`config.mk`:
```
export PLATFORM = sky130hd
export DESIGN_NAME = filter_test_sequencer
export DESIGN_NICKNAME = d
export VERILOG_FILES = /design/src/rtl/filter_test_sequencer.sv
export SDC_FILE = /design/constraint.sdc
export NUM_CORES = 1
export LEC_CHECK = 0
export ABC_AREA = 1
export ABC_CLOCK_PERIOD_IN_PS = 3900
export CORE_ASPECT_RATIO = 0.7
export CORE_UTILIZATION = 25
export CTS_CLUSTER_SIZE = 10
export DETAILED_ROUTE_END_ITERATION = 6
export DONT_BUFFER_PORTS = 1
export GPL_ROUTABILITY_DRIVEN = 1
export GPL_TIMING_DRIVEN = 0
export PLACE_DENSITY = 0.48
export SETUP_SLACK_MARGIN = 0.05
export SYNTH_ARGS = -nofsm -noshare
export SYNTH_HDL_FRONTEND = slang
export SYNTH_SLANG_ARGS = --single-unit
export TNS_END_PERCENT = 100
```
`constraint.sdc`:
```
create_clock -name clk -period 3.9 [get_ports clk]
set_input_delay 0.39 -clock clk [delete_from_list [all_inputs] [get_ports clk]]
set_output_delay 0.39 -clock clk [all_outputs]
set_load 0.01 [all_outputs]
```
`src/rtl/filter_test_sequencer.sv`:
```
// filter_test_sequencer: delay-sweep controller; drives test_* to exp_sig_gen, measures peak of filter_data lane cfg_filter_sel per step, returns result_* over valid/ready; busy/done/cfg_error status
module filter_test_sequencer #(
  parameter int NUM_FILTERS      = 6,
  parameter int SIZE_DELAY       = 8,
  parameter int SIZE_FILTER_DATA = 16,
  parameter int SETTLE_LEN       = 16,
  parameter int WINDOW_LEN       = 256
) (
  input  logic                                     clk,
  input  logic                                     reset,
  input  logic                                     start,
  input  logic                                     abort,
  input  logic [SIZE_DELAY-1:0]                    cfg_delay_start,
  input  logic [SIZE_DELAY-1:0]                    cfg_delay_stop,
  input  logic [SIZE_DELAY-1:0]                    cfg_delay_step,
  input  logic                                     cfg_overlay,
  input  logic                                     cfg_rate,
  input  logic [2:0]                               cfg_filter_sel,
  input  logic [NUM_FILTERS*SIZE_FILTER_DATA-1:0]  filter_data,
  output logic                                     test_overlay,
  output logic                                     test_rate,
  output logic [SIZE_DELAY-1:0]                    test_delay,
  output logic                                     result_valid,
  input  logic                                     result_ready,
  output logic [SIZE_DELAY-1:0]                    result_delay,
  output logic [SIZE_FILTER_DATA-1:0]              result_peak,
  output logic [$clog2(WINDOW_LEN)-1:0]            result_peak_idx,
  output logic                                     busy,
  output logic                                     done,
  output logic                                     cfg_error
);
  localparam int CW = $clog2(SETTLE_LEN > WINDOW_LEN ? SETTLE_LEN : WINDOW_LEN) + 1;
  localparam int IW = $clog2(WINDOW_LEN);
  typedef enum logic [2:0] {IDLE, SETTLE, MEASURE, REPORT, FINISH} state_t;
  state_t state, state_nx;
  logic [CW-1:0] cnt;
  logic [SIZE_DELAY-1:0] start_q, stop_q, step_q;
  logic overlay_q, rate_q;
  logic [2:0] sel_q;
  logic signed [SIZE_FILTER_DATA-1:0] peak, sample;
  logic [IW-1:0] idx;
  logic [SIZE_DELAY:0] nxt;
  logic last, sel_ok;
  assign sel_ok = 32'(cfg_filter_sel) < NUM_FILTERS;
  assign nxt = {1'b0, test_delay} + {1'b0, step_q};
  assign last = nxt[SIZE_DELAY] || nxt > {1'b0, stop_q} || start_q > stop_q;
  always_comb begin
    sample = '0;
    for (int k = 0; k < NUM_FILTERS; k++)
      if (32'(sel_q) == k) sample = filter_data[k*SIZE_FILTER_DATA +: SIZE_FILTER_DATA];
  end
  always_comb begin
    state_nx = state;
    case (state)
      IDLE:    state_nx = start && sel_ok ? SETTLE : IDLE;
      SETTLE:  state_nx = cnt == CW'(SETTLE_LEN - 1) ? MEASURE : SETTLE;
      MEASURE: state_nx = cnt == CW'(WINDOW_LEN - 1) ? REPORT : MEASURE;
      REPORT:  state_nx = result_ready ? (last ? FINISH : SETTLE) : REPORT;
      default: state_nx = IDLE;
    endcase
    if (abort) state_nx = IDLE;
  end
  always_ff @(posedge clk or posedge reset)
    if (reset) state <= IDLE;
    else state <= state_nx;
  always_ff @(posedge clk or posedge reset)
    if (reset) begin
      cnt <= '0;
      start_q <= '0;
      stop_q <= '0;
      step_q <= '0;
      overlay_q <= 1'b0;
      rate_q <= 1'b0;
      sel_q <= '0;
      test_delay <= '0;
      peak <= '0;
      idx <= '0;
      cfg_error <= 1'b0;
    end else begin
      cnt <= state_nx == state ? cnt + 1'b1 : '0;
      cfg_error <= state == IDLE && start && !abort && !sel_ok;
      if (state == IDLE && state_nx == SETTLE) begin
        start_q <= cfg_delay_start;
        stop_q <= cfg_delay_stop;
        step_q <= cfg_delay_step == '0 ? SIZE_DELAY'(1) : cfg_delay_step;
        overlay_q <= cfg_overlay;
        rate_q <= cfg_rate;
        sel_q <= cfg_filter_sel;
        test_delay <= cfg_delay_start;
      end
      if (state == SETTLE && state_nx == MEASURE) begin
        peak <= {1'b1, {(SIZE_FILTER_DATA-1){1'b0}}};
        idx <= '0;
      end
      if (state == MEASURE && sample > peak) begin
        peak <= sample;
        idx <= cnt[IW-1:0];
      end
      if (state == REPORT && state_nx == SETTLE) test_delay <= nxt[SIZE_DELAY-1:0];
    end
  assign busy = state != IDLE;
  assign done = state == FINISH;
  assign result_valid = state == REPORT;
  assign test_overlay = busy && overlay_q;
  assign test_rate = busy && rate_q;
  assign result_delay = test_delay;
  assign result_peak = peak;
  assign result_peak_idx = idx;
endmodule

```
### Yosys cells after proc, flatten, opt, wreduce, memory -nomap -nowiden

Index checks and enable logic that the tools add are counted.
Widths: inputs -> output; s select.

| storage, ports and cells | value |
|---|---|
| register bits | 74 |
| bits of input ports | 130 |
| output and inout bits | 46 |
| word-level logic and storage cells | 73 |

| operators by class | value |
|---|---|
| add/sub/neg operators | 2 |
| magnitude comparators | 4 |
| equality and inequality tests | 14 |
| mux-type cells | 21 |
| reduce and logical (&&, ||, !) cells | 20 |

Operator list:

| kind | number |
|---|---|
| $mux 16 | 8 |
| $mux 8 | 5 |
| $gt 16x16->1 | 1 |
| $eq 3x2->1 const B | 5 |
| $pmux 3 s4 | 1 |
| $logic_and 1x1->1 | 10 |
| $add 8x8->9 | 1 |
| $add 9x1->9 const B | 1 |
| $eq 3x1->1 const B | 3 |
| $eq 3x3->1 const B | 3 |
| $eq 9x4->1 const B | 1 |
| $eq 9x8->1 const B | 1 |
| $gt 9x8->1 | 1 |
| $mux 3 | 3 |
| $mux 9 | 1 |
| $gt 8x8->1 | 1 |
| $logic_not 8->1 | 1 |
| $logic_not 3->1 | 2 |
| $reduce_bool 2->1 | 2 |
| $eq 3x3->1 | 1 |
| $lt 3x3->1 const B | 1 |
| $reduce_bool 3->1 | 1 |
| $logic_not 1->1 | 2 |
| $logic_or 1x1->1 | 2 |
| other kinds (2) | 3 |

### Logic depth before layout (Yosys ltp)

Gate-level depths: netlist (run 1).

| logic depth | value |
|---|---|
| depth after elaboration | 12 |
| gate-level depth with buffers | 24 |
| mapped depth without buffers | 23 |

### Least setup slack after synthesis (run 1)

No wires, ideal clock.

| timing | value |
|---|---|
| path kind | reg-to-reg |
| from | reg test_delay[0] (netlist: result_delay[0]) |
| to | reg cnt[0] |
| data arrival time | 2988 ps |
| data required time | 3779 ps |
| slack | 791 ps |
| cell stages (with the launch flop) | 21 |
| period minus slack after synthesis | 3109 ps |
| cell sequence | dfrtp_1 -> ha_1 -> fa_1 -> nand3_1 -> nand2_2 -> a31oi_1 -> xnor2_1 -> ha_1 -> a21o_1 -> a21oi_1 -> nand2_1 -> nand2_1 -> nand2_1 -> nand2_1 -> nand2_1 -> nand2_1 -> nand2_1 -> a21oi_2 -> nand2_1 -> nand3_2 -> nor2_1 |

| on the way | value |
|---|---|
| cells in the longest elaborated chain, start to end | 10 |

Ends and longest elaborated chain:

| item | line | text |
|---|---|---|
| start, declared | 22 | `output logic [SIZE_DELAY-1:0] test_delay,` |
| start signal, assigned | 89 | `test_delay <= cfg_delay_start;` |
| start signal, assigned | 99 | `if (state == REPORT && state_nx == SETTLE) test_delay <= nxt[SIZE_DELAY-1:0];` |
| $add 8x8->9 * | 45 | `assign nxt = {1'b0, test_delay} + {1'b0, step_q};` |
| $gt 9x8->1 | 46 | `assign last = nxt[SIZE_DELAY] \|\| nxt > {1'b0, stop_q} \|\| start_q > stop_q;` |
| $logic_or 1x1->1 * (2 in series) | 46 |  |
| $mux 3 * (2 in series) | 58 | `REPORT: state_nx = result_ready ? (last ? FINISH : SETTLE) : REPORT;` |
| $pmux 3 s4 * | 54 | `case (state)` |
| $mux 3 * | 61 | `if (abort) state_nx = IDLE;` |
| $eq 3x3->1 * | 80 | `cnt <= state_nx == state ? cnt + 1'b1 : '0;` |
| $mux 9 * | 80 |  |
| end signal, assigned | 80 |  |
| end, declared | 36 | `logic [CW-1:0] cnt;` |

Mark *: on every way between the ends. The rest lies on a longest branch, timed or not.
A chain may end at the register's enable or synchronous reset.

### Worst setup path after layout (run 1)

| timing | value |
|---|---|
| from | reg test_delay[0] (netlist: result_delay[0]) |
| to | reg test_delay[2] (netlist: result_delay[2]) |

| on the way | value |
|---|---|
| cells in the longest elaborated chain, start to end | 11 |
| elaborated cells on any way between the ends | 13 |
| those cells by class | 1 x add/sub; 1 x order compare; 1 x eq/ne; 5 x mux; 5 x reduce/logical |

Ends and longest elaborated chain:

| item | line |
|---|---|
| $add 8x8->9 * | 45 |
| $gt 9x8->1 | 46 |
| $logic_or 1x1->1 (2 in series) | 46 |
| $mux 3 (2 in series) | 58 |
| $pmux 3 s4 | 54 |
| $mux 3 | 61 |
| $eq 3x1->1 | 82, 99 |
| $logic_and 1x1->1, on equally long branches | 99, 82 |
| $mux 8 / $reduce_bool 2->1 (equally long branches) | -- |

Marked as above.

==> results.toml, run 1 <==
[run_status]
status = "finished, final reports clean"

[floorplan]
start_util_pct = 26.0
core_area_mm2 = 0.0192
ios = 176
die-area_mm2 = 0.0205
num_rows = 42
die_y_um = 120
die_w_um = 171

[sta]
hold_viol = 0
post-route-period-util_pct = 91.0
rsz0062_at_grt = "false"
finalSetupViolations = 0
slew_violations = 0
max_freq_mhz = 282
period_needed_ns = 3.55
tightest_slew_ns = 0.636
tns_ns = 0
clock_skew_ns = 0.00673
relSlewSlack_pct = 57.6

[clocking]
cts_sinks = 74
cts_tree = "yes"
cts.path.max_buffers = 2
path_clk_slew_ns = 0.06
htree_num_levels = 3
clock_latency_ns = 0.34
cts_inserted_buffers = 9
cts_root_buf = "clkbuf_16"

[layout]
nets = 855
fillers = 2099
post-route-util_pct = 31.1
drive_above_1_share_pct = 14.3
multi_input_area_mm2 = 0.00263
antenna_cells = 0
syn_to_final_growth_pct = 19.6
regArea_mm2 = 0.00186

[route]
viasPerCell = 4.71
drc_errors = 0
drt_iter0_drc = 241
dr.pass1.iters = 4
dr_total_vias = 4479
ant_nets = 0
wl_mm = 15.6
wire_per_inst_um = 16.4

[synth]
yosysWarnings = 0
synth_cell_type_count = 36
ys_seq_elements = 74
synth_compound_area_share_pct = 13.8
synth.most_common_cell = "nand2_1"
synth_area_leaders = "dfrtp_1 (37%), ha_1 (11%), nand2_1 (11%)"
synth_edf_count = 0
avgSynthCellArea_um2 = 7.60
yosys.area_share.xor_xnor_pct = 1.41
yosysSeqAreaShare_pct = 37.2
ys_top_cells_by_count = "nand2_1 (140), inv_1 (98), dfrtp_1 (74)"
muxShareOfSynthArea_pct = 0
netlist_area_mm2 = 0.00498
ys.flop_type = "dfrtp_1"
synth_fa_ha_area_share_pct = 11.0
syn-instance-count = 655
syn_nets = 828
synth_top_area_share_pct = 37.2
synthArstFlopShare_pct = 100
yosysTopAreaCell = "dfrtp_1"
synth_simple_gate_area_share_pct = 25.0
synth_top_family_by_area = "simple AND/OR/NAND/NOR gates"

[setup_path]
cpMostUsedCell = "nand2_1"
worstPathMaxFanout = 9
cp_top_family = "simple AND/OR/NAND/NOR gates"
max_stage_delay_ns = 0.46
arrival_ns = 3.81
critPathRequiredTime_ns = 4.17
crit_path_end_kind = "register"
path_cells = "ha_1 -> fa_1 -> nand3_1 -> nand2_2 -> a31oi_1 -> xnor2_1 -> ha_1 -> nand2_1 -> nor2_1 -> a21oi_1 -> nand2_1 -> nand2_1 -> nand2_1 -> nand2_1 -> nand2_1 -> nand2_1 -> nand2_1 -> a21oi_4 -> nand4_1 -> nand3_1"
path_class = "register to register"
crit_slowest_cell = "dfrtp_2"
path_buf_inv = 0
critPathLaunchType = "register"

[min_path]
hold_path_class = "input port to register"

[pwr]
powerDensity_mw_per_mm2 = 613
ir_drop_mv = 0.170
p_total_mw = 3.65
leakage_nw = 2.93

[grt]
grt_pass1_vias = 4069
grt_max_degree = 58
grt_pass1_wl_mm = 23.7
grt_antenna_before_repair = 0
grt-ovfl-total = 0
grt_use_total_pct = 15.5

[run]
drv_cap = 0

[place]
portBuffers = 0
detailed_place_hpwl_mm = 12.4
gp_congestion = 0.817
[path summary, 6_finish.rpt]
kind / from / to / slack [ns] / depth (start not counted)
worst max-delay path: result_delay[0] / result_delay[2] / 0.35 / 20
worst min-delay path: abort / state[2] / 0.12 / 1
worst max register to register: result_delay[0] / result_delay[2] / 0.35 / 20
worst min register to register: cnt[0] / cnt[0] / 0.47 / 1
max in group asynchronous: reset / result_delay[0] / 2.83 / 3
min in group asynchronous: reset / result_peak[12] / 0.47 / 2
[cells in the final DEF (no fill, tap or decap), types with 3 or more instances in the layout]
| cell | Yosys | layout |
|---|---|---|
| nand2_1 | 140 | 140 |
| inv_1 | 98 | 95 |
| dfrtp_1 | 74 | 70 |
| ha_1 | 42 | 42 |
| nor2_1 | 42 | 41 |
| nand3_1 | 40 | 38 |
| a21oi_1 | 37 | 37 |
| nand4_1 | 37 | 37 |
| o21ai_1 | 26 | 26 |
| buf_4 | 9 | 23 |
| o21ai_0 | 15 | 15 |
| o22ai_1 | 15 | 15 |
| a21oi_2 | 12 | 11 |
| inv_2 | 9 | 9 |
| clkbuf_16 | 0 | 9 |
| clkbuf_1 | 11 | 5 |
| xor2_1 | 5 | 5 |
| bufinv_16 | 0 | 5 |
| nor3_1 | 4 | 4 |
| buf_6 | 3 | 4 |
| buf_2 | 6 | 4 |
| nor3_4 | 0 | 4 |
| clkbuf_4 | 0 | 4 |
| dfrtp_2 | 0 | 4 |
| a21o_1 | 3 | 3 |
| xnor2_1 | 3 | 3 |
| clkbuf_2 | 0 | 3 |
[kinds of logic (layout without fill, tap and decap cells)]
group,after synthesis,in the layout
and+or+nand+nor,276,276
AOI/OAI and AO/OA,117,117
adders and majority gates,43,43
xor gates and xnor gates,8,8
DFF,74,74
buffers and inverters,137,169
[power by group]
part / leakage, nW / switching, mW / internal, mW / total (mW)
Clock: 0.190 / 0.353 / 0.756 / 1.11
Combinational: 1.81 / 0.872 / 0.567 / 1.44
Sequential: 0.927 / 0.178 / 0.927 / 1.11
[state kept, by name, summed over array words and instances (netlist names)]
signal / cells
result_peak: 16
result_peak_idx: 8
stop_q: 8
start_q: 8
cfg_error: 1
rate_q: 1
result_delay: 8
sel_q: 3
state: 3
step_q: 8
cnt: 9
overlay_q: 1
[through the flow]
step                      setup slack [ns]  hold slack [ns]  std cells  instance area, um^2
after floorplan                      0.791            0.432        655                 4980
after global placement             -0.0743            0.454        919                 5310
after detailed placement           -0.0602            0.226        920                 5340
after CTS                           0.0786            0.102        937                 5750
after global routing                0.0460            0.104        951                 5960
final                                0.352            0.120        951                 5960
[per-layer routing]
metal / GRT usage, % / up-vias / routed length, um
met5: 0 / - / 0
met4: 3.10 / 0 / 97
met3: 4.06 / 7 / 1020
met2: 21.1 / 131 / 6410
met1: 23.9 / 2099 / 8040
li1: - / 2242 / -
[what timing repair did]
action / in CTS / in global routing
pin swaps: 0 / 5
hold buffers: 1 / 0
hold endpoints to repair: 17 / 0
setup endpoints to repair: 11 / 58
resized for setup: 1 / 39
buffers inserted: 0 / 14
[area by class of cell]
| class | instances | area share, % |
|---|---|---|
| Clock inverter | 7 | 2.75 |
| Inverter | 108 | 6.97 |
| Sequential cell | 74 | 31.2 |
| Clock buffer | 9 | 3.78 |
| Buffer | 29 | 3.30 |
| Tap cell | 264 | 5.55 |
| Multi-Input combinational cell | 444 | 44.1 |
| Timing Repair Buffer | 16 | 2.39 |
(Power assumes the default switching activity.)
==> inputs of run 2 (changes only) <==
--- a/config.mk
+++ b/config.mk
@@ -9,7 +9,7 @@
 export ABC_CLOCK_PERIOD_IN_PS = 3900
 export CORE_ASPECT_RATIO = 0.7
 export CORE_UTILIZATION = 25
-export CTS_CLUSTER_SIZE = 10
+export CTS_CLUSTER_SIZE = 12
 export DETAILED_ROUTE_END_ITERATION = 6
 export DONT_BUFFER_PORTS = 1
 export GPL_ROUTABILITY_DRIVEN = 1
==> results of run 2 <==
The final DEF is identical to that of run 1; final timing and power are the same.
==> inputs of run 3 (changes only) <==
--- a/config.mk
+++ b/config.mk
@@ -8,13 +8,13 @@
 export ABC_AREA = 1
 export ABC_CLOCK_PERIOD_IN_PS = 3900
 export CORE_ASPECT_RATIO = 0.7
-export CORE_UTILIZATION = 25
+export CORE_UTILIZATION = 60
 export CTS_CLUSTER_SIZE = 12
 export DETAILED_ROUTE_END_ITERATION = 6
 export DONT_BUFFER_PORTS = 1
 export GPL_ROUTABILITY_DRIVEN = 1
 export GPL_TIMING_DRIVEN = 0
-export PLACE_DENSITY = 0.48
+export PLACE_DENSITY = 0.86
 export SETUP_SLACK_MARGIN = 0.05
 export SYNTH_ARGS = -nofsm -noshare
 export SYNTH_HDL_FRONTEND = slang
==> run 3 against run 2 <==
  * The run now ends with negative hold slack left
  * Clock power shrank 20%
  * Non-clock buffer count fell by 14
  * Clock-buffer cell count increased by 1
  * Combinational power decreased by 5%
  * Critical path depth rose by 3
  * Via count up 3.6%
  * Final area shrank 8.1%
  * Sequential power about the same
  * Sequential share of layout area is 2.7 points higher
  * Critical path type unchanged
  * Critical endpoint is now start_q[3]
==> results.toml, run 3 (synthesis gave the netlist of run 1 again) <==
[run_status]
status = "finished with violations"
violations = "negative hold slack"

[setup_path]
r2r_cells = 23
path_cells = "ha_1 -> fa_1 -> nand3_1 -> nand2_2 -> a31oi_1 -> xnor2_1 -> ha_1 -> nand2_1 -> nor2_1 -> a21oi_1 -> nand2_1 -> nand2_1 -> nand2_1 -> nand2_1 -> nand2_1 -> nand2_1 -> nand2_1 -> nand2_2 -> nand4_2 -> buf_4 -> buf_6 -> nand2_1 -> nand2_1"
critPathRequiredTime_ns = 4.11
crit_slowest_cell = "dfrtp_1"
crit_path_end_kind = "register"
cp_top_family = "simple AND/OR/NAND/NOR gates"
critPathLaunchType = "register"
path_buf_inv = 2
cpMostUsedCell = "nand2_1"
arrival_ns = 3.85
path_class = "register to register"
worstPathMaxFanout = 10
cp.depth = 23
r2r-start = "result_delay[0]"
r2r_end = "start_q[3]"
max_stage_delay_ns = 0.45
reg2reg_slack_ns = 0.27

[clocking]
clock_latency_ns = 0.34
htree_num_levels = 3
holdBufCountCts = 0
path_clk_slew_ns = 0.06
cts.path.max_buffers = 2
cts_tree = "yes"
cts_root_buf = "clkbuf_16"
cts_sinks = 74
cts_inserted_buffers = 9

[pwr]
p_total_mw = 3.35
power_switching_mw = 1.32
powerDensity_mw_per_mm2 = 611
seqPwrFrac_pct = 32.4
p_clk_share_pct = 26.6
p_int_mw = 2.02
p_sw_share_pct = 39.5
ir_drop_mv = 0.554
pwr-share-comb_pct = 41.0
leakage_nw = 2.81

[layout]
antenna_cells = 0
regArea_mm2 = 0.00185
fillers = 678
layout_common_cells = "nand2_1 (140), inv_1 (97), dfrtp_1 (74), nor2_1 (42), ha_1 (42)"
largest_reg_flops = 16
syn_to_final_growth_pct = 9.90
final_common_cell = "nand2_1"
post-route-util_pct = 69.0
multi_input_area_mm2 = 0.00256
drive_above_1_share_pct = 10.6
nets = 841

[floorplan]
start_util_pct = 62.7
die_y_um = 78.2
num_rows = 27
ios = 176
die_w_um = 111
die-area_mm2 = 0.00868
core_area_mm2 = 0.00794

[grt]
grt_antenna_before_repair = 0
grt_max_degree = 75
grt_pass1_vias = 4482
grt_pass1_wl_mm = 21.3
grt_use_total_pct = 31.3
grt-ovfl-total = 0

[place]
gp_congestion = 0.893
pre_cts_ws_ns = 0.253
detailed_place_hpwl_mm = 10.1
portBuffers = 0

[sta]
whs_ns = -0.00442
setup_ws_ns = 0.266
tightest_slew_ns = 0.571
hold_viol = 5
max_freq_mhz = 275
period_needed_ns = 3.63
clock_skew_ns = 0.00983
relSlewSlack_pct = 61.9
rsz0062_at_grt = "false"
post-route-period-util_pct = 93.2
slew_violations = 0
tns_ns = 0
finalSetupViolations = 0

[route]
wl_mm = 13.1
drt_iter0_drc = 331
drt-met1-wl_mm = 5.67
dr_total_vias = 4641
wire_per_inst_um = 16.9
dr.pass1.iters = 5
dr_wl_met2_mm = 5.84
route.met3.wl_mm = 1.18
ant_nets = 0
viasPerCell = 6.00
drc_errors = 0
dr.max_layer_used = "met4"

[min_path]
hold_path_class = "input port to asynchronous set/reset pin"

[run]
drv_cap = 0
==> run 3: metal layers <==
layer | GRT usage [%] | vias to the layer above
met5 | 0 | -
met4 | 14.8 | 0
met3 | 10.2 | 41
met2 | 47.4 | 232
met1 | 40.6 | 2166
li1 | - | 2202
==> run 3: worst max path at each step <==
stage                          from         endpoint  slack (ns)
finish              result_delay[0]       start_q[3]        0.27
detailed placement  result_delay[0]  result_delay[6]        0.25
global placement    result_delay[0]  result_delay[7]        0.35
floorplan           result_delay[0]           cnt[0]        0.79
global route        result_delay[0]         sel_q[0]        0.04
CTS                 result_delay[0]  result_delay[7]        0.22
==> run 3: cell type report <==
type	count	area share, %
multi-input combinational	444	46.7
tap	101	2.31
buffer	29	3.22
sequential	74	33.8
inverter	108	7.45
clock inverter	5	1.44
timing repair buffer	2	0.640
clock buffer	10	4.37
==> run 3: timing repair <==
item | in CTS | in global routing
setup endpoints to repair | 0 | 30
resized for setup | 0 | 7
hold endpoints to repair | 0 | 0
setup buffers | 0 | 1
==> run 3: power by group through the flow <==
stage	clock [mW]	combinational, mW	sequential, mW
finish	0.890	1.37	1.08
global route	0.925	1.56	1.10
CTS	0.902	1.36	1.08
detailed placement	0	1.33	1.09
global placement	0	1.27	1.08
floorplan	0	1.05	1.06
==> run 3: per-stage QoR <==
| step | std cells | cell area (um^2) |
|---|---|---|
| 3_3_place_gp | 756 | 5110 |
| 3_5_place_dp | 757 | 5140 |
| 6_report | 773 | 5470 |
| 4_1_cts | 772 | 5460 |
| 5_1_grt | 773 | 5470 |
| 2_1_floorplan | 655 | 4980 |
